<file path="config.mk">
export PLATFORM = sky130hd
export DESIGN_NAME = div_unit
export DESIGN_NICKNAME = d
export VERILOG_FILES = /design/src/rtl/div_unit.sv
export SDC_FILE = /design/constraint.sdc
export NUM_CORES = 1
export LEC_CHECK = 0
export CAP_MARGIN = 25
export CORE_MARGIN = 5
export CORE_UTILIZATION = 58
export DETAILED_ROUTE_END_ITERATION = 12
export PLACE_DENSITY = 0.82
export SKIP_LAST_GASP = 1
export SYNTH_ARGS = -nofsm -noshare
export SYNTH_HDL_FRONTEND = slang
export SYNTH_SLANG_ARGS = --single-unit
</file>
<file path="constraint.sdc">
create_clock -name clk -period 6.7 [get_ports clk]
set_clock_uncertainty 0.1 [all_clocks]
set_input_delay 1.005 -clock clk [delete_from_list [all_inputs] [get_ports clk]]
set_output_delay 1.005 -clock clk [all_outputs]
set_load 0.005 [all_outputs]
</file>
<file path="src/rtl/div_unit.sv">
// div_unit: iterative RISC-V M-extension divider (DIV, DIVU, REM, REMU).
//
// Radix-2 restoring division on operand magnitudes. The unit produces one
// quotient bit per cycle and applies the sign fix-up on the last iteration.
// A zero divisor and signed overflow skip the iteration and finish on the
// cycle after acceptance.
//
// Ports:
//   clk       in   clock, all state changes on the rising edge
//   rst_n     in   asynchronous active-low reset
//   instr     in   32-bit instruction word, decoded only when a request is accepted
//   a_in      in   dividend (rs1)
//   b_in      in   divisor (rs2)
//   valid_in  in   request valid
//   ready_out out  high when idle and able to accept a request
//   flush     in   abandon the in-flight operation; wins over valid_in
//   c_out     out  result (rd); holds the last delivered result
//   valid_out out  one-cycle pulse marking c_out valid
//
// Optional feature: define DIV_RESULT_REUSE_EN to add a one-entry result cache.
// An accept whose operands and signedness match the cached entry completes
// on the next cycle.

module div_unit #(
    parameter int unsigned XLEN = 32
) (
    input  logic            clk,
    input  logic            rst_n,
    input  logic [31:0]     instr,
    input  logic [XLEN-1:0] a_in,
    input  logic [XLEN-1:0] b_in,
    input  logic            valid_in,
    output logic            ready_out,
    input  logic            flush,
    output logic [XLEN-1:0] c_out,
    output logic            valid_out
);

    localparam logic [1:0] StIdle = 2'd0;
    localparam logic [1:0] StCalc = 2'd1;
    localparam logic [1:0] StDone = 2'd2;

    localparam logic [4:0] LastIter = 5'(XLEN - 1);

    logic [1:0]      state_q, state_d;
    logic [4:0]      cnt_q;
    logic [XLEN-1:0] quo_q;     // dividend shifts out the top, quotient shifts in the bottom
    logic [XLEN-1:0] rem_q;
    logic [XLEN-1:0] b_mag_q;
    logic [XLEN-1:0] c_hold_q;
    logic            op_rem_q, neg_q_q, neg_r_q;

    logic            legal, accept, is_uns, is_rem, a_neg, b_neg;
    logic            div_zero, sgn_ovf, cache_hit, q_bit;
    logic [XLEN-1:0] a_mag, b_mag, q_next, r_next, q_fix, r_fix, result;
    logic [XLEN-1:0] hit_quo, hit_rem;
    logic [XLEN:0]   rem_shift;
    logic [XLEN+1:0] diff;
    logic            unused_bits;

    // Decode and operand preparation
    assign legal  = (instr[6:0] == 7'b0110011) && (instr[31:25] == 7'b0000001) && instr[14];
    assign is_uns = instr[12];
    assign is_rem = instr[13];
    assign accept = valid_in && (state_q == StIdle) && !flush && legal;

    assign a_neg    = !is_uns && a_in[XLEN-1];
    assign b_neg    = !is_uns && b_in[XLEN-1];
    assign a_mag    = a_neg ? -a_in : a_in;
    assign b_mag    = b_neg ? -b_in : b_in;
    assign div_zero = (b_in == '0);
    assign sgn_ovf  = !is_uns && (a_in == {1'b1, {(XLEN-1){1'b0}}}) && (b_in == '1);

    // One restoring step; an extra top bit keeps the borrow unambiguous
    assign rem_shift = {rem_q, quo_q[XLEN-1]};
    assign diff      = {1'b0, rem_shift} - {2'b00, b_mag_q};
    assign q_bit     = ~diff[XLEN+1];
    assign r_next    = q_bit ? diff[XLEN-1:0] : rem_shift[XLEN-1:0];
    assign q_next    = {quo_q[XLEN-2:0], q_bit};
    assign q_fix     = neg_q_q ? -q_next : q_next;
    assign r_fix     = neg_r_q ? -r_next : r_next;

    assign result    = op_rem_q ? rem_q : quo_q;
    assign ready_out = (state_q == StIdle);
    assign valid_out = (state_q == StDone) && !flush;
    // A flush in DONE suppresses delivery, so c_out keeps the previous result
    assign c_out     = valid_out ? result : c_hold_q;

    assign unused_bits = ^{instr[24:15], instr[11:7], diff[XLEN]};

`ifdef DIV_RESULT_REUSE_EN
    logic            cache_vld_q, key_uns_q;
    logic [XLEN-1:0] key_a_q, key_b_q, cache_quo_q, cache_rem_q;

    assign cache_hit = cache_vld_q && (key_a_q == a_in) && (key_b_q == b_in)
                       && (key_uns_q == is_uns);
    assign hit_quo   = cache_quo_q;
    assign hit_rem   = cache_rem_q;

    // Key is captured at accept; the entry becomes valid once its result is delivered
    always_ff @(posedge clk or negedge rst_n) begin
        if (!rst_n) begin
            cache_vld_q <= 1'b0;
            key_uns_q   <= 1'b0;
            key_a_q     <= '0;
            key_b_q     <= '0;
            cache_quo_q <= '0;
            cache_rem_q <= '0;
        end else if ((state_q == StCalc) && flush) begin
            cache_vld_q <= 1'b0;
        end else if (accept && !cache_hit) begin
            cache_vld_q <= 1'b0;
            key_a_q     <= a_in;
            key_b_q     <= b_in;
            key_uns_q   <= is_uns;
        end else if (valid_out) begin
            cache_vld_q <= 1'b1;
            cache_quo_q <= quo_q;
            cache_rem_q <= rem_q;
        end
    end
`else
    assign cache_hit = 1'b0;
    assign hit_quo   = '0;
    assign hit_rem   = '0;
`endif

    always_comb begin
        state_d = state_q;
        case (state_q)
            StIdle: begin
                if (accept) begin
                    state_d = (div_zero || sgn_ovf || cache_hit) ? StDone : StCalc;
                end
            end
            StCalc: begin
                if (flush) begin
                    state_d = StIdle;
                end else if (cnt_q == LastIter) begin
                    state_d = StDone;
                end
            end
            StDone:  state_d = StIdle;
            default: state_d = StIdle;
        endcase
    end

    always_ff @(posedge clk or negedge rst_n) begin
        if (!rst_n) begin
            state_q  <= StIdle;
            cnt_q    <= '0;
            quo_q    <= '0;
            rem_q    <= '0;
            b_mag_q  <= '0;
            c_hold_q <= '0;
            op_rem_q <= 1'b0;
            neg_q_q  <= 1'b0;
            neg_r_q  <= 1'b0;
        end else begin
            state_q <= state_d;
            case (state_q)
                StIdle: begin
                    if (accept) begin
                        op_rem_q <= is_rem;
                        cnt_q    <= '0;
                        if (div_zero) begin
                            quo_q <= '1;
                            rem_q <= a_in;
                        end else if (sgn_ovf) begin
                            quo_q <= a_in;
                            rem_q <= '0;
                        end else if (cache_hit) begin
                            quo_q <= hit_quo;
                            rem_q <= hit_rem;
                        end else begin
                            quo_q   <= a_mag;
                            rem_q   <= '0;
                            b_mag_q <= b_mag;
                            neg_q_q <= a_neg ^ b_neg;
                            neg_r_q <= a_neg;
                        end
                    end
                end
                StCalc: begin
                    if (flush) begin
                        cnt_q <= '0;
                    end else if (cnt_q == LastIter) begin
                        cnt_q <= '0;
                        quo_q <= q_fix;
                        rem_q <= r_fix;
                    end else begin
                        cnt_q <= cnt_q + 1'b1;
                        quo_q <= q_next;
                        rem_q <= r_next;
                    end
                end
                StDone: begin
                    if (!flush) begin
                        c_hold_q <= result;
                    end
                end
                default: ;
            endcase
        end
    end

endmodule

</file>
# After elaboration in Yosys (flattened, before gate mapping)
# Index checks and enable logic that the tools add are counted.
[word_totals]
ff_bits = 138
inputBits = 100
output_inout_bits = 34
[classes]
n_bitwise = 5
n_mux = 27
eq_ne = 10
reduce_logical = 22
n_addsub = 6
[op_table]
columns = ["operator", "n"]
rows = [
  ["two-way mux 32 bit", 16],
  ["negator 32 bit", 4],
  ["one-hot mux 32 bit (2 select lines)", 2],
  ["equality test 32 bit (second input constant)", 2],
  ["subtractor 33 x 32 -> 34 bit", 1],
  ["logical NOT 32 bit", 1],
  ["two-way mux 5 bit", 3],
  ["logical AND 1 bit", 10],
  ["one-hot mux 5 bit (2 select lines)", 1],
  ["two-way mux 2 bit", 4],
  ["AND reduction 2 bit", 4],
  ["equality test 7 x 1 -> 1 bit (second input constant)", 1],
  ["equality test 7 x 6 -> 1 bit (second input constant)", 1],
  ["adder 5 x 1 -> 5 bit (second input constant)", 1],
  ["equality test 5 bit (second input constant)", 1],
  ["inverter 1 bit", 4],
  ["one-hot mux 2 bit (2 select lines)", 1],
  ["AND reduction 4 bit", 1],
  ["!= test 3 bit (second input constant)", 1],
  ["AND reduction 3 bit", 1],
  ["equality test 2 x 1 -> 1 bit (second input constant)", 1],
  ["equality test 2 bit (second input constant)", 1],
  ["logical NOT 1 bit", 2],
  ["logical NOT 2 bit", 1],
  ["5 further kinds", 5],
]

# Logic depth before layout (Yosys ltp)
# Gate-level depths: netlist of the first run.
[logic_depth]
depth_word = 7
mapped_depth = 22

# Least setup slack after synthesis of the first run
# No wires, ideal clock.
[synth_timing]
path_kind = "reg-to-reg"
startpoint = "register rem_q[3]"
endpoint = "register rem_q[24]"
path_stages_with_launch = 20
slack_ns = 1.991
setup_ns = 0.121
path_buffers = 3
period_less_slack_ns = 4.709
arrival_ns = 4.488
cell_sequence = "dfrtp_1 ha_1 and2_4 a221oi_4 a211oi_4 o311ai_4 nand2_4 buf_2 buf_2 buf_2 o21ai_0 ha_1 nand4_1 or4_1 nor4_2 a31oi_1 nor4_2 mux2i_1 nor2_1 o22a_1"
[synth_via]
elab_chain_len = 7
[synth_lines]
columns = ["item", "line_no", "source"]
rows = [
  ["from (decl)", "48", "logic [XLEN-1:0] rem_q;"],
  ["from (signal assigned)", "168", "rem_q <= a_in;"],
  ["from (signal assigned)", "174", "rem_q <= hit_rem;"],
  ["from (signal assigned)", "190", "rem_q <= r_fix;"],
  ["subtractor 33 x 32 -> 34 bit", "76", "assign diff = {1'b0, rem_shift} - {2'b00, b_mag_q};"],
  ["two-way mux 32 bit (*)", "78", "assign r_next = q_bit ? diff[XLEN-1:0] : rem_shift[XLEN-1:0];"],
  ["negator 32 bit", "81", "assign r_fix = neg_r_q ? -r_next : r_next;"],
  ["two-way mux 32 bit", "81", ""],
  ["two-way mux 32 bit (*)", "187", "end else if (cnt_q == LastIter) begin"],
  ["two-way mux 32 bit (*)", "185", "if (flush) begin"],
  ["one-hot mux 32 bit (2 select lines) (*)", "161", "case (state_q)"],
]
# Mark *: on every way between the ends. The rest lies on a longest branch, timed or not. The select of a mux whose other input is x is not followed.
# A chain may end at the register's enable or synchronous reset.

# Final worst setup path of the first run
[layout_timing]
startpoint = "register rem_q[3]"
endpoint = "register rem_q[26]"
# Same word-level chain as after synthesis.

==> flow_results.org, run 1 <==
** Worst hold path
- For hold timing, the worst endpoint is cnt_q[3]$_DFFE_PN0P_.
- Along the worst hold path, the cell count comes to 1.
- Beginning of the worst hold path :: cnt_q[3]$_DFFE_PN0P_
- The tightest min-delay check is of the flip-flop to flip-flop type.

** Routing
- DR pass1 iterations :: 6
- Via density :: about 6.4
- Total Routed Length :: between 30 and 40 mm
- The first routing iteration left 1207 violations.
- Detailed routing inserted a total of 11510 vias.
- Per-cell routed wire length :: between 15 and 20 um
- Number of remaining DRC errors :: 0
- The count of nets left with antenna violations once routing finished came out at 0.

** Logic synthesis
- The compound-gate portion of the synthesized area is 0.2412.
- Register area share after synthesis :: 0.3007
- Synthesis instantiated roughly 90 different standard cells from the library.
- YS warnings :: 0
- Of the total synthesized cell area, the portion taken by XOR and XNOR cells is 0.1045.
- Count of flip-flops with a built-in enable after synthesis :: 0
- Fraction of registers with async set or reset after synthesis :: 1.000
- Most used flip-flop cell after synthesis :: dfrtp_1
- After synthesis, the share of cell area in mux cells is 0.04913.
- By area, the combinational part of the netlist is dominated by compound AO/OA/AOI/OAI gates.
- Flop and latch count out of synthesis :: 138
- Netlist area before placement :: 0.01149 mm^2
- Average footprint of a synthesized cell :: about 8 um^2
- Of the total synthesized cell area, the portion taken by AND, OR, NAND and NOR gates is 0.2153.
- Cells after Synth :: ~1400
- The number of nets handed over by synthesis was about 1600.
- Of the total synthesized cell area, the portion taken by full adders, half adders and majority gates is 0.04423.

** Timing
- Final-report hold violation count :: 0
- Shortest clock period the worst path allows after layout :: approximately 5 ns
- Setup violations remaining at the end of the flow were counted as 0.
- The worst pin sits at a relative slew slack of 0.3113.
- Static timing analysis puts the maximum clock frequency at between 150 and 200 MHz.
- For the pin with the worst max-slew slack, the measured transition is ~1.0 ns.
- In the final timing run, aggregate negative setup slack is 0 ns.
- RSZ-0062 raised after global routing :: no
- Max-slew violations :: 0
- In the finished design, the share of the clock period the worst path needs comes to 0.7517.

** Pwr
- For this design the ratio of total power to cell area is between 150 and 200 mW/mm^2.
- Switching part of the total :: 0.3192
- Portion of total power attributed to the clock network :: 0.392
- The share of total power dissipated in sequential elements is 0.394.
- Worst vdd rail ir drop :: about 0.18 mV
- For this design the total switching power over the nets is roughly 0.78 mW.
- The share of total power dissipated in combinational logic is 0.214.
- Internal power comes to roughly 1.7 mW.
- Leak pwr :: approximately 5.5 nW

** CTS
- For this design, the CTS-stage hold fixing added 0 buffers.
- Clock-pin slew was measured on the worst setup and hold paths at ~0.06 ns.
- The number of setup buffers added after CTS is 0.
- Clock tree from TritonCTS :: yes
- Buffers inserted during clock tree synthesis total 17.
- Maximum count of clock buffers along a single path :: 2
- Number of clock sinks :: approximately 140
- The cell sitting at the root of the clock tree is a clkbuf_16.
- In this run the number of H-tree levels came out at 4.
- At the later pin of the worst-skew pair, clock insertion delay measures 0.43 ns.
- The number of gates resized after CTS was 0.

** Global routing
- Overall fraction of global-route tracks in use :: 0.2946
- The via count of the first global-routing pass was about 11000.
- Entering global routing, the biggest net connects 95 pins.
- The initial antenna violation count was 0.
- Leftover overflow at the end of global routing :: 0
- The first global-routing pass estimated around 53 mm of wire.

** Final layout
- The library cell used most frequently in the layout, excluding fill and tap cells, is nor2_1.
- Counting the fill cells in the layout gives 1574.
- Number of nets in the final layout :: between 1500 and 2000
- Number of diodes :: 0
- Fraction of layout cells with a size suffix above 1 :: 0.05628
- The library cells used most frequently in the layout, excluding fill and tap cells, are 215 x nor2_1, 171 x a21oi_1, 137 x dfrtp_1.
- Excluding fillers, the count of instances in the completed layout stands at 1793.
- P&R area growth vs syn :: 16.55%

** Placement
- DP HPWL :: 24.87 mm
- I/O Buffers :: between 100 and 150
- In this run, placement finished with an instance count of between 1500 and 2000.
- Final weighted congestion of routability-driven global placement :: around 0.95

** Worst setup path
- Logic depth of the worst register-to-register path :: 17
- The critical path is of the flip-flop to flip-flop type.
- Along the worst path, the maximum fanout reaches 7.
- Nature of the critical path endpoint :: flip-flop
- Worst r2r src :: rem_q[3]$_DFFE_PN0P_
- Among all stages on the critical path, the largest delay is contributed by or4_1.
- STA puts the critical path data arrival time at 5.20 ns.
- The cell family contributing the most delay on the critical path is simple AND/OR/NAND/NOR gates.
- In this run the register-to-register setup slack is 1.66 ns.
- On the worst path, the slowest cell contributes a delay of ~0.54 ns.
- STA classifies the critical path startpoint as a flip-flop.
- The critical path goes through ha_1 -> and2_4 -> a221oi_4 -> a211oi_4 -> o311ai_4 -> nand2_4 -> inv_2 -> mux2i_1 -> ha_1 -> nand4_1 -> or4_1 -> nor4_2 -> a31oi_1 -> nor4_2 -> a21oi_1 -> xor2_1 -> a31oi_1.
- The endpoint identified for the worst register-to-register timing path is rem_q[26]$_DFFE_PN0P_.
- Buffer and inverter count on the worst path :: 1
- Crit path required time :: around 7 ns

** Floorplan
- Number of placement rows :: ~50
- The initial utilization of the core area, before any placement, comes to 0.5902.
- Chip width :: approximately 150 um
- Die Area :: 0.02272 mm^2
- From bottom edge to top edge, the die measures ~150 um.
- Pin placement for this block handled about 130 I/O pins.
- CORE AREA :: a little under 0.02 mm^2

** Flow run
- The tool flagged a number of max-cap violations equal to 0.

** Outcome
- Run status :: complete, no violations
[power groups by stage]
stage | logic, mW | registers, mW | clock network [mW]
2_1_floorplan | 0.355 | 0.940 | 0
3_3_place_gp | 0.496 | 0.972 | 0
3_5_place_dp | 0.509 | 0.974 | 0
4_1_cts | 0.516 | 0.959 | 0.965
5_1_grt | 0.570 | 0.967 | 1.01
6_report | 0.523 | 0.963 | 0.959
[state kept, by name, summed over array words and instances, names as in the netlist, 2 cells and up]
name      flops
c_hold_q     32
rem_q        32
state_q       2
b_mag_q      32
quo_q        32
cnt_q         5
[worst reg2reg max path, stage by stage (launching register included)]
cell and delay, ns:
dfrtp_1 0.50, ha_1 0.43, and2_4 0.19, a221oi_4 0.42, a211oi_4 0.18, o311ai_4 0.32, nand2_4 0.18, inv_2 0.11
mux2i_1 0.25, ha_1 0.29, nand4_1 0.14, or4_1 0.54, nor4_2 0.20, a31oi_1 0.14, nor4_2 0.41, a21oi_1 0.13
xor2_1 0.22, a31oi_1 0.11
[logic make-up (layout without fill, tap and decap cells)]
| logic type | Yosys count | count (layout) |
|---|---|---|
| adder cells (fa/ha/maj) | 40 | 40 |
| buffers and inverters | 127 | 213 |
| flip-flops | 138 | 138 |
| multiplexers | 56 | 56 |
| AO/OA/AOI/OAI | 427 | 427 |
| XOR/XNOR | 137 | 137 |
| AND/OR/NAND/NOR | 517 | 517 |
[area by class of cell]
| cell class | instances | area [um^2] | area share |
|---|---|---|---|
| Multi-Input combinational cell | 1177 | 7546 | 0.5637 |
| Sequential cell | 138 | 3455 | 0.2581 |
| Timing Repair Buffer | 131 | 1280 | 0.09562 |
| Clock buffer | 19 | 442.9 | 0.03309 |
| Tap cell | 265 | 331.6 | 0.02477 |
| Inverter | 51 | 191.4 | 0.01430 |
| Clock inverter | 12 | 140.1 | 0.01047 |
[layer usage]
layer	global-route usage	up-vias	share of wire
met5	0	-	0
met4	0.1188	0	0.040
met3	0.05358	119	0.072
met2	0.4939	524	0.49
met1	0.3763	5476	0.40
li1	-	5393	-
[cells in the mapped netlist, types with 24 or more instances]
| cell | n | area share |
|---|---|---|
| o21ai_0 | 58 | 0.025 |
| clkbuf_1 | 47 | 0.015 |
| o31ai_1 | 24 | 0.016 |
| a21oi_1 | 171 | 0.075 |
| dfrtp_1 | 138 | 0.30 |
| nand2_1 | 101 | 0.033 |
| xor2_1 | 53 | 0.040 |
| nor3_1 | 39 | 0.017 |
| xnor2_1 | 84 | 0.064 |
| ha_1 | 39 | 0.042 |
| nor2_1 | 216 | 0.071 |
| mux2i_1 | 53 | 0.046 |
| nor4_1 | 29 | 0.016 |
| o22ai_1 | 27 | 0.015 |
| inv_1 | 50 | 0.016 |
[stage by stage]
step                  util  area (um^2)  total power, mW  setup slack (ns)  hold WS (ns)
floorplan                -        11490            1.295             1.991        0.3370
global placement    0.6579        12800            1.468             1.761        0.3573
detailed placement  0.6579        12800            1.483             1.680        0.3638
CTS                 0.6878        13390            2.440             1.737        0.3726
global route        0.6878        13390            2.543             1.377        0.4102
finish              0.6878        13390            2.445             1.664        0.3686
[worst max path at each step]
stage	startpoint	endpoint	slack, ns	depth (start not counted)
final	rem_q[3]$_DFFE_PN0P_	rem_q[26]$_DFFE_PN0P_	1.66	17
after global routing	rem_q[3]$_DFFE_PN0P_	rem_q[30]$_DFFE_PN0P_	1.38	17
after CTS	rem_q[3]$_DFFE_PN0P_	rem_q[30]$_DFFE_PN0P_	1.74	17
after detailed placement	a_in[18]	b_mag_q[22]$_DFFE_PN0P_	1.68	10
after global placement	b_in[2]	b_mag_q[14]$_DFFE_PN0P_	1.76	12
after floorplan	rem_q[3]$_DFFE_PN0P_	rem_q[24]$_DFFE_PN0P_	1.99	19
Note: power is estimated with default switching activity, not from simulation.
==> run 2: changes to the inputs <==
--- a/config.mk
+++ b/config.mk
@@ -7,9 +7,9 @@
 export LEC_CHECK = 0
 export CAP_MARGIN = 25
 export CORE_MARGIN = 5
-export CORE_UTILIZATION = 58
+export CORE_UTILIZATION = 52
 export DETAILED_ROUTE_END_ITERATION = 12
-export PLACE_DENSITY = 0.82
+export PLACE_DENSITY = 0.78
 export SKIP_LAST_GASP = 1
 export SYNTH_ARGS = -nofsm -noshare
 export SYNTH_HDL_FRONTEND = slang
==> constraint.sdc (replaced) <==
create_clock -name clk -period 4.4 [get_ports clk]
set_clock_uncertainty 0.1 [all_clocks]
set_input_delay 0.66 -clock clk [delete_from_list [all_inputs] [get_ports clk]]
set_output_delay 0.66 -clock clk [all_outputs]
set_load 0.005 [all_outputs]
==> flow_results.org, run 2 (synthesized netlist as in run 1, its figures left out) <==
** Final layout
- Leaving out fill and tap cells, the most frequent cell in the layout is nor2_1.
- The final instance count without filler cells was 1904 (+6.2%).
- The final core utilization was 0.6666 (-0.02121).
- The fraction of layout instances using a drive strength above 1 is 0.1330 (+0.07672).
- In the layout the commonest cells are 215 x nor2_1, 163 x a21oi_1, 134 x dfrtp_1.
- The total number of nets in the final design is 1751 (+5.7%).
- Number of diodes :: 0 (unchanged)
- Compared with the post-synthesis result, the final layout area differs by 26.26%.

** Timing
- Fraction of the cycle the final worst path needs :: 1.000 (+0.2487)
- The smallest setup slack after layout is -0.001541 ns (-1.665 ns).
- The number of max-slew violations in the final report is 0 (unchanged).
- Final-report hold violation count :: 0 (unchanged)
- Setup repair after global routing could not meet its margin everywhere.
- The relative max-transition margin was 0.2906 (-0.02065).
- Maximum clock rate :: 227.2 MHz (+14%)
- Minimum hold slack :: 0.3704 ns (+0.001737 ns)
- Setup violation total in the final timing report :: 1 (+1)
- The slew at the pin closest to its max-slew limit was 1.060 ns (+0.02908 ns).
- The minimum clock period came to 4.402 ns (-0.6347 ns).

** Floorplan
- Initial core utilization :: 0.5280 (-0.06221)
- The horizontal extent of the die is 158.6 um (+5.2%).
- Number of top-level design ports :: 134 (unchanged)
- Number of placement rows :: 54 (+5.9%)
- The die height came to 158.6 um (+5.2%).
- The die footprint came to 0.02516 mm^2 (+11%).
- The area of the placeable core was 0.02176 mm^2 (+12%).

** Outcome
- Run status :: finished, violations left
- The final reports fail on setup timing.

** Flow run
- The number of max-cap violations came to 0 (unchanged).

** CTS
- The total clock buffers created by CTS was 17 (unchanged).
- Maximum count of clock buffers along a single path :: 2 (unchanged)
- Clock input transition at the sequential cells of the worst setup and hold paths :: 0.07 ns (about the same)
- Library cell used as clock root buffer :: clkbuf_16
- The clock sink total was 138 (unchanged).
- The clock network latency to the later pin of the worst-skew pair is 0.44 ns (about the same).
- H-Tree Level Count :: 4 (unchanged)
- Clock tree from TritonCTS :: yes

** Global routing
- The global-route usage over all layers was 0.2870 (-0.007570).
- Number of antenna violations at the first check in global routing :: 0 (unchanged)
- Wire length of the first global-routing pass :: 57.20 mm (+7.0%)
- The overall overflow remaining after global route was 0 (unchanged).
- Number of global-route vias before repair :: 11490 (+5.6%)
- Largest net degree at the start of global routing :: 107 (+13%)

** Placement
- The number of cells in the design after placement came to 1859 (+5.5%).
- The HPWL after detailed placement was 27.19 mm (+9.3%).
- The worst-case setup slack after placement is 0.1056 ns (-1.574 ns).
- I/O Buffers :: 118 (unchanged)
- Final weighted congestion of routability-driven global placement :: 0.9766 (+2.6%)

** Routing
- The first-pass iteration count of the detailed router came to 6 (unchanged).
- Per-cell routed wire length :: 19.18 um (+1.8%)
- Via density :: 6.190 (-3.6%)
- Number of nets still failing antenna checks after routing :: 0 (unchanged)
- The detailed-route wire length came to 36.53 mm (+8.1%).
- The vias after detailed routing came to 11790 (+2.4%).
- The residual DRC count is 0 (unchanged).
- DR iter-0 viols :: 1063 (-12%)

** Worst hold path
- Type of the most critical hold path :: flip-flop to flip-flop

** Worst setup path
- STA classifies the critical path endpoint as a flip-flop.
- Category of the worst setup path launch point :: flip-flop
- The worst setup path is of the flip-flop to flip-flop kind.
- Crit-path max FO :: 4 (-3)
- Worst endpoint data arrival time :: 4.61 ns (-0.59 ns)
- The required time of the critical path came to 4.61 ns (-2.25 ns).

** Pwr
- Total power density per cell area :: 276.9 mW/mm^2 (+52%)
- The leakage power summed over all cells is 6.071 nW (+10%).
- Worst vdd rail ir drop :: 0.2396 mV (+36%)
- The total power draw came to 4.016 mW (+64%).
-- run 2: cell count changes in the layout (fill, tap and decap cells not counted), sizes merged --
cell | before | now
buf | 14 | 108
bufinv | 2 | 4
clkbuf | 19 | 18
clkinv | 4 | 2
clkinvlp | 3 | 2
dlygate4sd3 | 0 | 1
inv | 54 | 57
-- run 2: timing repair --
item                                   CTS  global route
setup endpoints to repair                0            14
setup buffers                            0            10
hold buffers                             0             1
endpoints found under the hold margin    0             8
resized for setup                        0            35
-- run 2: worst paths after layout --
| path | start | to | slack, ns | cells after the start |
|---|---|---|---|---|
| worst max-delay path | rem_q[3]$_DFFE_PN0P_ | rem_q[18]$_DFFE_PN0P_ | -0.002 | 18 |
| worst min-delay path | cnt_q[3]$_DFFE_PN0P_ | cnt_q[3]$_DFFE_PN0P_ | 0.37 | 1 |
| worst max register to register | rem_q[3]$_DFFE_PN0P_ | rem_q[18]$_DFFE_PN0P_ | -0.002 | 18 |
| worst min register to register | cnt_q[3]$_DFFE_PN0P_ | cnt_q[3]$_DFFE_PN0P_ | 0.37 | 1 |
| max in group asynchronous | rst_n | neg_q_q$_DFFE_PN0P_ | 2.55 | 4 |
| min in group asynchronous | rst_n | c_hold_q[2]$_DFFE_PN0P_ | 0.48 | 2 |
-- run 2: metal layers --
| metal | global-route usage | up-vias | part of all wire |
|---|---|---|---|
| met2 | 0.4859 | 489 | 0.49 |
| met4 | 0.1483 | 0 | 0.053 |
| met1 | 0.3549 | 5579 | 0.40 |
| li1 | - | 5587 | - |
| met5 | 0 | - | 0 |
| met3 | 0.04240 | 131 | 0.064 |
-- run 2: stage by stage --
| stage | area, um^2 | setup TNS (ns) |
|---|---|---|
| after CTS | 14190 | 0 |
| after global routing | 14500 | -0.7756 |
| final | 14500 | -0.001541 |
| after detailed placement | 13540 | 0 |
| after global placement | 13540 | 0 |
| after floorplan | 11570 | 0 |
-- run 2: final cells by class --
cell class	count	area, um^2
multi-input cells	1177	7797
fillers	1816	7253
repair buffers	226	2053
well taps	280	350.3
clock inverters	14	210.2
inverters	51	193.9
flip-flops and latches	138	3458
clock buffers	18	439.2
-- run 2: worst max-delay path, stage by stage, from the launching register on --
cell and delay, ns:
dfrtp_2 0.43, ha_4 0.27, and2_4 0.15, a221oi_4 0.31
a211oi_4 0.14, o311ai_4 0.31, nand2_4 0.14, inv_4 0.09
mux2i_4 0.23, ha_2 0.21, nand4_1 0.11, or4_4 0.46
nor4_4 0.38, a31o_2 0.20, buf_4 0.13, a31oi_1 0.09
xor2_1 0.20, a221oi_1 0.26, nor2_1 0.06
-- run 2: power by group --
| part | internal, mW | switching, mW | total [mW] |
|---|---|---|---|
| Clock | 0.981 | 0.648 | 1.63 |
| Sequential | 1.34 | 0.0921 | 1.43 |
| Combinational | 0.428 | 0.531 | 0.959 |
